## config.mk

```make
export PLATFORM = sky130hd
export DESIGN_NAME = game_state_ctrl
export DESIGN_NICKNAME = d
export VERILOG_FILES = /design/src/rtl/game_state_ctrl.sv
export SDC_FILE = /design/constraint.sdc
export NUM_CORES = 1
export LEC_CHECK = 0
export ABC_AREA = 0
export BUFFER_PORTS_ARGS = -buffer_cell sky130_fd_sc_hd__buf_4
export CORE_ASPECT_RATIO = 0.8
export CORE_MARGIN = 2
export CORE_UTILIZATION = 50
export CTS_CLUSTER_SIZE = 10
export DETAILED_ROUTE_END_ITERATION = 8
export PLACE_DENSITY_LB_ADDON = 0.08
export SKIP_CTS_REPAIR_TIMING = 1
export SYNTH_ARGS = -nofsm -noshare
export SYNTH_HDL_FRONTEND = slang
export SYNTH_SLANG_ARGS = --single-unit
```

## constraint.sdc

```tcl
create_clock -name clk -period 3.5 [get_ports clk]
set_clock_uncertainty 0.15 [all_clocks]
set_input_delay 0.525 -clock clk [delete_from_list [all_inputs] [get_ports clk]]
set_output_delay 0.525 -clock clk [all_outputs]
set_load 0.1 [all_outputs]
```

## src/rtl/game_state_ctrl.sv

```systemverilog
// Purpose: breakout-style game sequencer. It covers the IDLE/SERVE/PLAY/OVER flow, BCD score, lives and serve timing.
// Latency: start is acted on 3 clk after the pin falls; a vsync rise is acted on 1 clk later; all outputs are registered.
// Backpressure: none. Every input is sampled each clk, and events that arrive in states that ignore them are dropped.
//
// Ports:
//   clk, reset (sync, active-low)     -- pixel clock and reset
//   vsync                              -- raw vertical sync level; its rising edge is one frame tick
//   start_btn                          -- active-low button, asynchronous to clk
//   incscore                           -- one-clk brick-hit pulse
//   ball_lost                          -- level; sampled only on a frame tick
//   score1:score0                      -- BCD score, saturates at 99
//   lives, serve, play_en, game_over   -- game status
//   state                              -- IDLE=0, SERVE=1, PLAY=2, OVER=3
module game_state_ctrl #(
  parameter int START_LIVES  = 3,
  parameter int SERVE_FRAMES = 60
) (
  input  logic       clk,
  input  logic       reset,
  input  logic       vsync,
  input  logic       start_btn,
  input  logic       incscore,
  input  logic       ball_lost,
  output logic [3:0] score0,
  output logic [3:0] score1,
  output logic [3:0] lives,
  output logic       serve,
  output logic       play_en,
  output logic       game_over,
  output logic [1:0] state
);

  typedef enum logic [1:0] {
    IDLE  = 2'd0,
    SERVE = 2'd1,
    PLAY  = 2'd2,
    OVER  = 2'd3
  } state_t;

  localparam logic [7:0] LAST_FRAME = 8'(SERVE_FRAMES - 1);
  localparam logic [3:0] LIVES_INIT = 4'(START_LIVES);

  state_t     st;
  logic       btn_s1, btn_s2, btn_s3;  // 2-flop synchronizer plus one history flop for edge detect
  logic       vs_d1, vs_d2;
  logic [7:0] frame_cnt;
  logic       start;
  logic       frame_tick;
  logic       loss;

  // The button is active-low, so a press is a 1->0 edge on the synchronized level.
  assign start      = btn_s3 & ~btn_s2;
  assign frame_tick = vs_d1 & ~vs_d2;
  assign loss       = frame_tick & ball_lost;
  assign state      = st;

  // Two-digit BCD increment that sticks at 99 instead of wrapping.
  function automatic logic [7:0] bcd_inc(input logic [3:0] tens, input logic [3:0] units);
    logic [7:0] r;
    if (tens == 4'd9 && units == 4'd9)
      r = {tens, units};
    else if (units == 4'd9)
      r = {tens + 4'd1, 4'd0};
    else
      r = {tens, units + 4'd1};
    return r;
  endfunction

  always_ff @(posedge clk) begin
    if (!reset) begin
      st        <= IDLE;
      score0    <= 4'd0;
      score1    <= 4'd0;
      lives     <= 4'd0;
      serve     <= 1'b0;
      play_en   <= 1'b0;
      game_over <= 1'b0;
      frame_cnt <= 8'd0;
      // The synchronizer idles at the released level, so a button held through reset
      // is only seen after it has crossed both flops.
      btn_s1    <= 1'b1;
      btn_s2    <= 1'b1;
      btn_s3    <= 1'b1;
      vs_d1     <= 1'b0;
      vs_d2     <= 1'b0;
    end else begin
      btn_s1 <= start_btn;
      btn_s2 <= btn_s1;
      btn_s3 <= btn_s2;
      vs_d1  <= vsync;
      vs_d2  <= vs_d1;
      serve  <= 1'b0;

      // Scoring runs independently of the state transitions below. A hit in the
      // same clk as a loss therefore still counts.
      if (incscore && (st == SERVE || st == PLAY))
        {score1, score0} <= bcd_inc(score1, score0);

      case (st)
        IDLE: begin
          if (start) begin
            st        <= SERVE;
            score0    <= 4'd0;
            score1    <= 4'd0;
            lives     <= LIVES_INIT;
            serve     <= 1'b1;
            frame_cnt <= 8'd0;
          end
        end
        SERVE: begin
          if (frame_tick) begin
            if (frame_cnt == LAST_FRAME) begin
              st        <= PLAY;
              play_en   <= 1'b1;
              frame_cnt <= 8'd0;
            end else begin
              frame_cnt <= frame_cnt + 8'd1;
            end
          end
        end
        PLAY: begin
          if (loss) begin
            play_en <= 1'b0;
            if (lives <= 4'd1) begin
              // The last life is gone. Pin lives to zero so it cannot wrap.
              st        <= OVER;
              lives     <= 4'd0;
              game_over <= 1'b1;
            end else begin
              st        <= SERVE;
              lives     <= lives - 4'd1;
              serve     <= 1'b1;
              frame_cnt <= 8'd0;
            end
          end
        end
        OVER: begin
          // Return to IDLE only. The final score stays visible until the next game starts.
          if (start) begin
            st        <= IDLE;
            game_over <= 1'b0;
          end
        end
        default: st <= IDLE;
      endcase
    end
  end

endmodule

```

# ---- Yosys cells after proc, flatten, opt, wreduce, memory -nomap -nowiden
# Cells that the tools add are included.
dict set report totals {
  out_inout_bits 17
  wordCells 86
  input_bits 6
  regBits 30
}
dict set report classes {
  magnitude_cmp 1
  muxes 37
  bitwise_logic 5
  n_addsub 4
  n_reduce_logical 13
  eq_ne 13
}
# cell n
set ops {}
lappend ops {{$mux 8} 7}
lappend ops {{$mux 4} 9}
lappend ops {{$pmux 8 s3} 1}
lappend ops {{$mux 2} 6}
lappend ops {{$ne 2x2->1 const B} 5}
lappend ops {{$reduce_and 5->1} 2}
lappend ops {{$mux 1} 9}
lappend ops {{$add 4x1->4 const B} 2}
lappend ops {{$add 8x1->8 const B} 1}
lappend ops {{$eq 4x4->1 const B} 2}
lappend ops {{$eq 8x6->1 const B} 1}
lappend ops {{$pmux 2 s4} 1}
lappend ops {{$pmux 4 s2} 1}
lappend ops {{$reduce_and 4->1} 2}
lappend ops {{$pmux 1 s2} 3}
lappend ops {{$reduce_bool 2->1} 3}
lappend ops {{$eq 2x2->1 const B} 2}
lappend ops {{$le 4x1->1 const B} 1}
lappend ops {{$ne 2x1->1 const B} 2}
lappend ops {{$sub 4x1->4 const B} 1}
lappend ops {{$and 1x1->1} 3}
lappend ops {{$reduce_and 3->1} 1}
lappend ops {{$reduce_bool 3->1} 1}
lappend ops {{$eq 2x1->1 const B} 1}
lappend ops {{4 further kinds} 6}

# ---- Logic depth before layout (Yosys ltp)
# Gate-level depths: netlist of run 1.
dict set report logic_depth {
  ltp_word 6
  ltp_mapped 8
  ltp_nobuf 7
}

# ---- Worst setup path before layout of run 1
# Ideal clock, no wire load.
dict set report synth_path {
  kind {reg-to-reg}
  start {register st[0] (netlist: state[0])}
  end {register frame_cnt[5]}
  period_less_slack_ps 2732
  t_arrival_ps 2508
  required_time_ps 3275
  setup_time_ps 75
  stages_incl_launch_ff 7
  path_buffers 0
  setup_slack_ps 768
  path_cell_list {dfxtp_1 > inv_1 > ha_1 > a21oi_2 > nand4_4 > or4_1 > o22ai_1}
}
dict set report synth_via {
  elab_chain_cells 3
  word_cells_on_any_way 10
  cone_classes {6 x eq/ne; 1 x mux; 3 x reduce/logical}
}
# item line_no
set synth_lines {}
lappend synth_lines {{start: declaration} 43} ;# state_t st;
lappend synth_lines {{start signal: assignment} 71} ;# st <= IDLE;
lappend synth_lines {{start signal: assignment} 102} ;# st <= SERVE;
lappend synth_lines {{start signal: assignment} 113} ;# st <= PLAY;
lappend synth_lines {{$eq 2x2->1 (tied with other cells)} 99} ;# case (st)
lappend synth_lines {{$ne 2x2->1 (no line) or $reduce_bool 3->1 (tied branches)} -}
lappend synth_lines {{$reduce_and 5->1 (no line)} -}
lappend synth_lines {{end signal: assignment} 117} ;# frame_cnt <= frame_cnt + 8'd1;
lappend synth_lines {{end: declaration} 46} ;# logic [7:0] frame_cnt;
# Several ways; a longest one is shown, not always the timed one.
# A chain may end at the register's enable or synchronous reset.

# ---- Final worst setup path of run 1
# Ends and elaborated chain as after synthesis.

==> impl_metrics.tcl, run 1 <==
set metrics [dict create \
    port_buffers 22 \
    powerDensity_nw_per_um2 621.1 \
    synth-xor-area-share_pct 2.196 \
    num_antenna_cells 0 \
    clockBufferDepth 2 \
    synth-compound-area-share_pct 18.98 \
    postRouteWirelength_um 3308 \
    post_synth.cell_area_avg_um2 9.064 \
    post_synth_fa_ha_maj_area_fraction_pct 8.627 \
    tns_ns 0 \
    globalRoute.totalOverflow 0 \
    gr-usage-met1_pct 26.52 \
    grtUsageTotal_pct 20.60 \
    synthDominantCellAreaShare_pct 37.65 \
    synth_top_family_by_area "simple AND/OR/NAND/NOR gates" \
    worst_r2r_startpoint "state[0]" \
    detailroute.via_count 1355 \
    worst_ep_required_ns 3.55 \
    pleak_nw 0.7290 \
    cts_buffer_count 5 \
    via_per_inst 5.622 \
    ios 23 \
    cp_data_arrival_time_ns 2.27 \
    core_area_um2 3063 \
    setup.worst_path.start "state[0]" \
    cap_violations 0 \
    fmaxAchievable_mhz 449.0 \
    finalWeightedCongestion 0.8033 \
    synth.yosys.seq_area_share_pct 37.65 \
    final.period_utilization_pct 63.63 \
    first_global_vias 1248 \
    critical_path_class "flip-flop to flip-flop" \
    run_status "finished clean" \
    hpwlAfterDp_um 2407 \
    ff2ff_setup_slack_ns 1.27 \
    cts_tree "built" \
    synthesis.area_um2 1595 \
    reg2regPathDepth 6 \
    areaGrowthSynthToFinish_pct 17.18 \
    synth.mux.area_fraction_pct 1.255 \
    r2r-end "frame_cnt[5]" \
    tightest_slew_margin_relative_to_the_limit_pct 60.38 \
    worst_setup_path_endpoint "frame_cnt[5]" \
    drt.antenna.violating_nets 0 \
    critPathLaunchType "flip-flop" \
    globalRouteMet2Util_pct 32.84 \
    met3_grt_util_pct 5.556 \
    floorplan.rows 18 \
    rsz0062_at_grt "no" \
    worstSetupEndpointType "flip-flop" \
    yosys_warnings 0 \
    timing.critical_path.depth 6 \
    critical_path.max_fanout 12 \
    final_layout_size_suffix_gt1_share_pct 19.40 \
    ctsRootBufferMaster "sky130_fd_sc_hd__clkbuf_8" \
    first_iter_violations 97 \
    synth-edff-count 0 \
    maxSlewViolCount 0 \
    synth_cell_type_count 53 \
    synth_top_area_cell "sky130_fd_sc_hd__dfxtp_1" \
    firstDrtPassIters 5 \
    ys_ff_latch 30 \
    synth_fp_nets 193 \
    holdWs_ns 0.2644 \
    postSynthCellCount 176 \
    cts_sinks 30 \
    clock_insertion_delay_worst_skew_ns 0.28 \
    synth.top_cells.by_area "sky130_fd_sc_hd__dfxtp_1, sky130_fd_sc_hd__ha_1, sky130_fd_sc_hd__nor2_1" \
    avgRoutedWirePerCell_um 13.73 \
    die_height_um 54.52 \
    synth_common_cells "sky130_fd_sc_hd__dfxtp_1, sky130_fd_sc_hd__nor2_1, sky130_fd_sc_hd__a21oi_1" \
    synth_most_common_cell "sky130_fd_sc_hd__dfxtp_1" \
    synth-async-reset-ratio_pct 0 \
    area_share_of_and_or_nand_nor_cells_after_synthesis_pct 28.31 \
    min_period_ns 2.227 \
    wire_length_of_the_first_global_routing_pass_um 5602 \
    cp_cell_sequence "inv_1, ha_1, nand3b_1, nand4_4, or4_1, o22ai_1" \
    irDropWorstVdd_mv 0.4412 \
    timing.critical_path.slowest_stage_cell "sky130_fd_sc_hd__or4_1" \
    gr_busiest_metal "met2" \
    finalSetupViolCount 0 \
    cpLargestDelayFamily "simple AND/OR/NAND/NOR gates" \
    die_w_um 67.15 \
    ys_dominant_reg_cell "sky130_fd_sc_hd__dfxtp_1" \
    tightestPinTransition_ns 0.5892 \
    htree_num_levels 2 \
    clk_transition_reported_paths_ns 0.06 \
    holdCritPathClass "flip-flop to flip-flop" \
    timing.critical_path.buf_inv 1 \
    critPathMaxStageDelay_ns 0.53 \
    final_net_count 218 \
    finalHoldViolations 0 \
    antenna_found_initial 0 \
    grt_max_degree 17 \
    drc_errors 0 \
    design.die.area_um2 3661 \
    initial_util_pct 52.08 \
]
worst min-delay path by stage:
stage	from	to	slack [ns]	cells past startpoint
2_1_floorplan	btn_s1	btn_s2	0.24	1
3_3_place_gp	btn_s1	btn_s2	0.25	1
3_5_place_dp	btn_s1	btn_s2	0.25	1
4_1_cts	btn_s1	btn_s2	0.27	1
5_1_grt	start_btn	btn_s1	0.28	2
6_report	btn_s1	btn_s2	0.26	1
area by class of cell:
type	instances	area, um2
clock buffers	7	76.32
fillers	281	1194
inverters	8	30.03
multi-input cells	134	947.2
flip-flops and latches	30	600.6
well taps	40	50.05
repair buffers	22	165.2
layer usage:
metal | wire length (um) | part of all wire (%)
met1 | 1658 | 50
met2 | 1503 | 45
met3 | 117 | 3.5
met4 | 28 | 0.85
met5 | 0 | 0
layout by cell type (no fill, tap or decap), types with 4 or more instances in the layout:
cell / count
sky130_fd_sc_hd__inv_1: 7
sky130_fd_sc_hd__buf_4: 22
sky130_fd_sc_hd__nand2_1: 10
sky130_fd_sc_hd__dfxtp_1: 30
sky130_fd_sc_hd__o21ai_0: 6
sky130_fd_sc_hd__nor3_1: 6
sky130_fd_sc_hd__nand2b_1: 5
sky130_fd_sc_hd__clkbuf_8: 5
sky130_fd_sc_hd__nand3_1: 5
sky130_fd_sc_hd__ha_1: 11
sky130_fd_sc_hd__nor2_1: 20
sky130_fd_sc_hd__a21oi_1: 13
sky130_fd_sc_hd__nand3b_1: 4
worst reg2reg max path, delay by kind of cell, from the launching register on:
family                     cells  cell delay (ns)
AOI/OAI and AO/OA              1             0.17
adders and majority gates      1             0.36
buffers and inverters          1             0.13
DFF                            1             0.40
and+or+nand+nor                3             0.94
through the flow:
step,total power [W],worst slack [ns],instance area (um2),util [%],cells
floorplan,0.0008172,0.7676,1595,-,176
global placement,0.0009050,1.412,1793,58.54,234
detailed placement,0.0009129,1.301,1793,58.54,234
CTS,0.001168,1.272,1869,61.03,241
global route,0.001227,1.111,1869,61.03,241
finish,0.001161,1.273,1869,61.03,241
power by group:
part	internal [W]	switching (W)
Clock	0.000136	0.000114
Combinational	0.000150	0.000366
Sequential	0.000368	0.0000268
Total	0.000655	0.000506
flip-flops by register name, summed over array words and instances, names as in the netlist, 2 cells and up:
register,count
state,2
score1,4
score0,4
lives,4
frame_cnt,8
cell families after synthesis:
family | Yosys count
multiplexers | 2
AO/OA/AOI/OAI | 42
flip-flops | 30
buffers and inverters | 12
adder cells (fa/ha/maj) | 11
AND/OR/NAND/NOR | 75
XOR/XNOR | 4
Power figures use the tool's default switching activity.
==> run 2, diff against run 1 <==
==> constraint.sdc (replaced) <==
create_clock -name clk -period 2.3 [get_ports clk]
set_clock_uncertainty 0.15 [all_clocks]
set_input_delay 0.345 -clock clk [delete_from_list [all_inputs] [get_ports clk]]
set_output_delay 0.345 -clock clk [all_outputs]
set_load 0.1 [all_outputs]
==> impl_metrics.tcl, run 2 (synthesized netlist as in run 1, its figures left out) <==
set metrics [dict create \
    run_status "finished clean" \
    powerDensity_nw_per_um2 944.2 \
    worst_r2r_startpoint "state[0]" \
    grt_max_degree 17 \
    first_iter_violations 133 \
    cap_violations 0 \
    postRouteWirelength_um 3266 \
    min_period_ns 2.127 \
    final_net_count 219 \
    ff2ff_setup_slack_ns 0.17 \
    gr-usage-met1_pct 27.40 \
    cts_tree "built" \
    irDropWorstVdd_mv 0.6888 \
    rsz0062_at_grt "no" \
    tns_ns 0 \
    globalRouteMet2Util_pct 28.71 \
    tightestPinTransition_ns 0.5434 \
    firstDrtPassIters 4 \
    placed_cells_incl_taps 235 \
    die_w_um 67.15 \
    design.die.area_um2 3661 \
    avgRoutedWirePerCell_um 13.50 \
    antenna_found_initial 0 \
    core_area_um2 3063 \
    holdCritPathClass "primary input to flip-flop" \
    r2r-end "frame_cnt[5]" \
    globalRoute.totalOverflow 0 \
    finalWeightedCongestion 0.8120 \
    gr_busiest_metal "met2" \
    num-fill-cells 279 \
    detailroute.via_count 1355 \
    met3_grt_util_pct 7.407 \
    worst_setup_path_endpoint "frame_cnt[5]" \
    reg2regPathDepth 6 \
    die_height_um 54.52 \
    clockBufferDepth 2 \
    grtUsageTotal_pct 20.12 \
    clock_insertion_delay_worst_skew_ns 0.28 \
    worst_ep_required_ns 2.36 \
    mostFrequentLayoutCell "sky130_fd_sc_hd__dfxtp_1" \
    pleak_nw 0.7432 \
    worstSetupEndpointType "flip-flop" \
    cp_data_arrival_time_ns 2.19 \
    htree_num_levels 2 \
    leading_cell_types_in_the_layout_fill_and_taps_excluded "sky130_fd_sc_hd__dfxtp_1, sky130_fd_sc_hd__buf_4, sky130_fd_sc_hd__nor2_1, sky130_fd_sc_hd__a21oi_1, sky130_fd_sc_hd__ha_1" \
    wire_length_of_the_first_global_routing_pass_um 5292 \
    final_cell_count_without_fillers 242 \
    floorplan.rows 18 \
    clk_transition_reported_paths_ns 0.06 \
    via_per_inst 5.599 \
    port_buffers 22 \
    hpwlAfterDp_um 2365 \
    cts_buffer_count 5 \
    drc_errors 0 \
    hold_depth 2 \
    largest_reg_flops 8 \
    ios 23 \
    final_layout_size_suffix_gt1_share_pct 23.27 \
    critPathLaunchType "flip-flop" \
    cts_sinks 30 \
    ctsRootBufferMaster "sky130_fd_sc_hd__clkbuf_8" \
    finalSetupViolCount 0 \
    first_global_vias 1157 \
    drt.antenna.violating_nets 0 \
    setup.worst_path.start "state[0]" \
    finalHoldViolations 0 \
    areaGrowthSynthToFinish_pct 18.82 \
    final.period_utilization_pct 92.50 \
    largest_register "frame_cnt" \
    tightest_slew_margin_relative_to_the_limit_pct 63.73 \
    critical_path_class "flip-flop to flip-flop" \
    fmaxAchievable_mhz 470.0 \
    maxSlewViolCount 0 \
    critical_path.max_fanout 12 \
    initial_util_pct 52.08 \
    num_antenna_cells 0 \
]
==> run 2: cell types whose count changed in the layout (fill, tap and decap cells not counted), sizes merged <==
cell | previous run | this run
clkbuf | 7 | 5
clkinv | 0 | 2
buf | 22 | 23
==> run 2: power by group <==
group	internal, W	switching, W
Combinational	0.000232	0.000553
Clock	0.000202	0.000191
Sequential	0.000569	0.0000430
Total	0.00100	0.000787
==> run 2: through the flow <==
step / power, W / utilization [%] / worst slack, ns / instance area [um2] / hold WS, ns
after floorplan: 0.001253 / - / 0.01035 / 1612 / 0.2363
after global placement: 0.001388 / 59.31 / 0.2983 / 1817 / 0.2550
after detailed placement: 0.001405 / 59.31 / 0.1964 / 1817 / 0.2450
after CTS: 0.001800 / 61.89 / 0.1779 / 1896 / 0.09317
after global routing: 0.001888 / 61.89 / 0.09265 / 1896 / 0.08934
final: 0.001790 / 61.89 / 0.1726 / 1896 / 0.09759
==> run 2: final cells by class <==
cell class              count  area, um2  area share (%)
inverters                   8      30.03           1.584
multi-input cells         134      947.2           49.97
clock buffers               5      68.82           3.630
repair buffers             23      172.7           9.109
well taps                  40      50.05           2.640
clock inverters             2      10.01          0.5281
flip-flops and latches     30      616.8           32.54
==> run 2: how the worst min path moves through the flow <==
stage | to | startpoint
after floorplan | btn_s2 | btn_s1
after global placement | btn_s2 | btn_s1
after detailed placement | btn_s2 | btn_s1
after CTS | btn_s1 | start_btn
after global routing | btn_s1 | start_btn
final | btn_s1 | start_btn
==> run 2: critical path, cell delays in order, from the launching register on <==
cell and delay, ns:
sky130_fd_sc_hd__dfxtp_4 0.37, sky130_fd_sc_hd__inv_1 0.09, sky130_fd_sc_hd__ha_1 0.36, sky130_fd_sc_hd__nand3b_1 0.22, sky130_fd_sc_hd__nand4_4 0.18, sky130_fd_sc_hd__or4_1 0.53, sky130_fd_sc_hd__o22ai_1 0.16
==> run 2: layer usage <==
metal	wire, um	up-vias
li1	-	693
met1	1642	622
met2	1376	34
met3	197	6
met4	49	0
met5	0	-
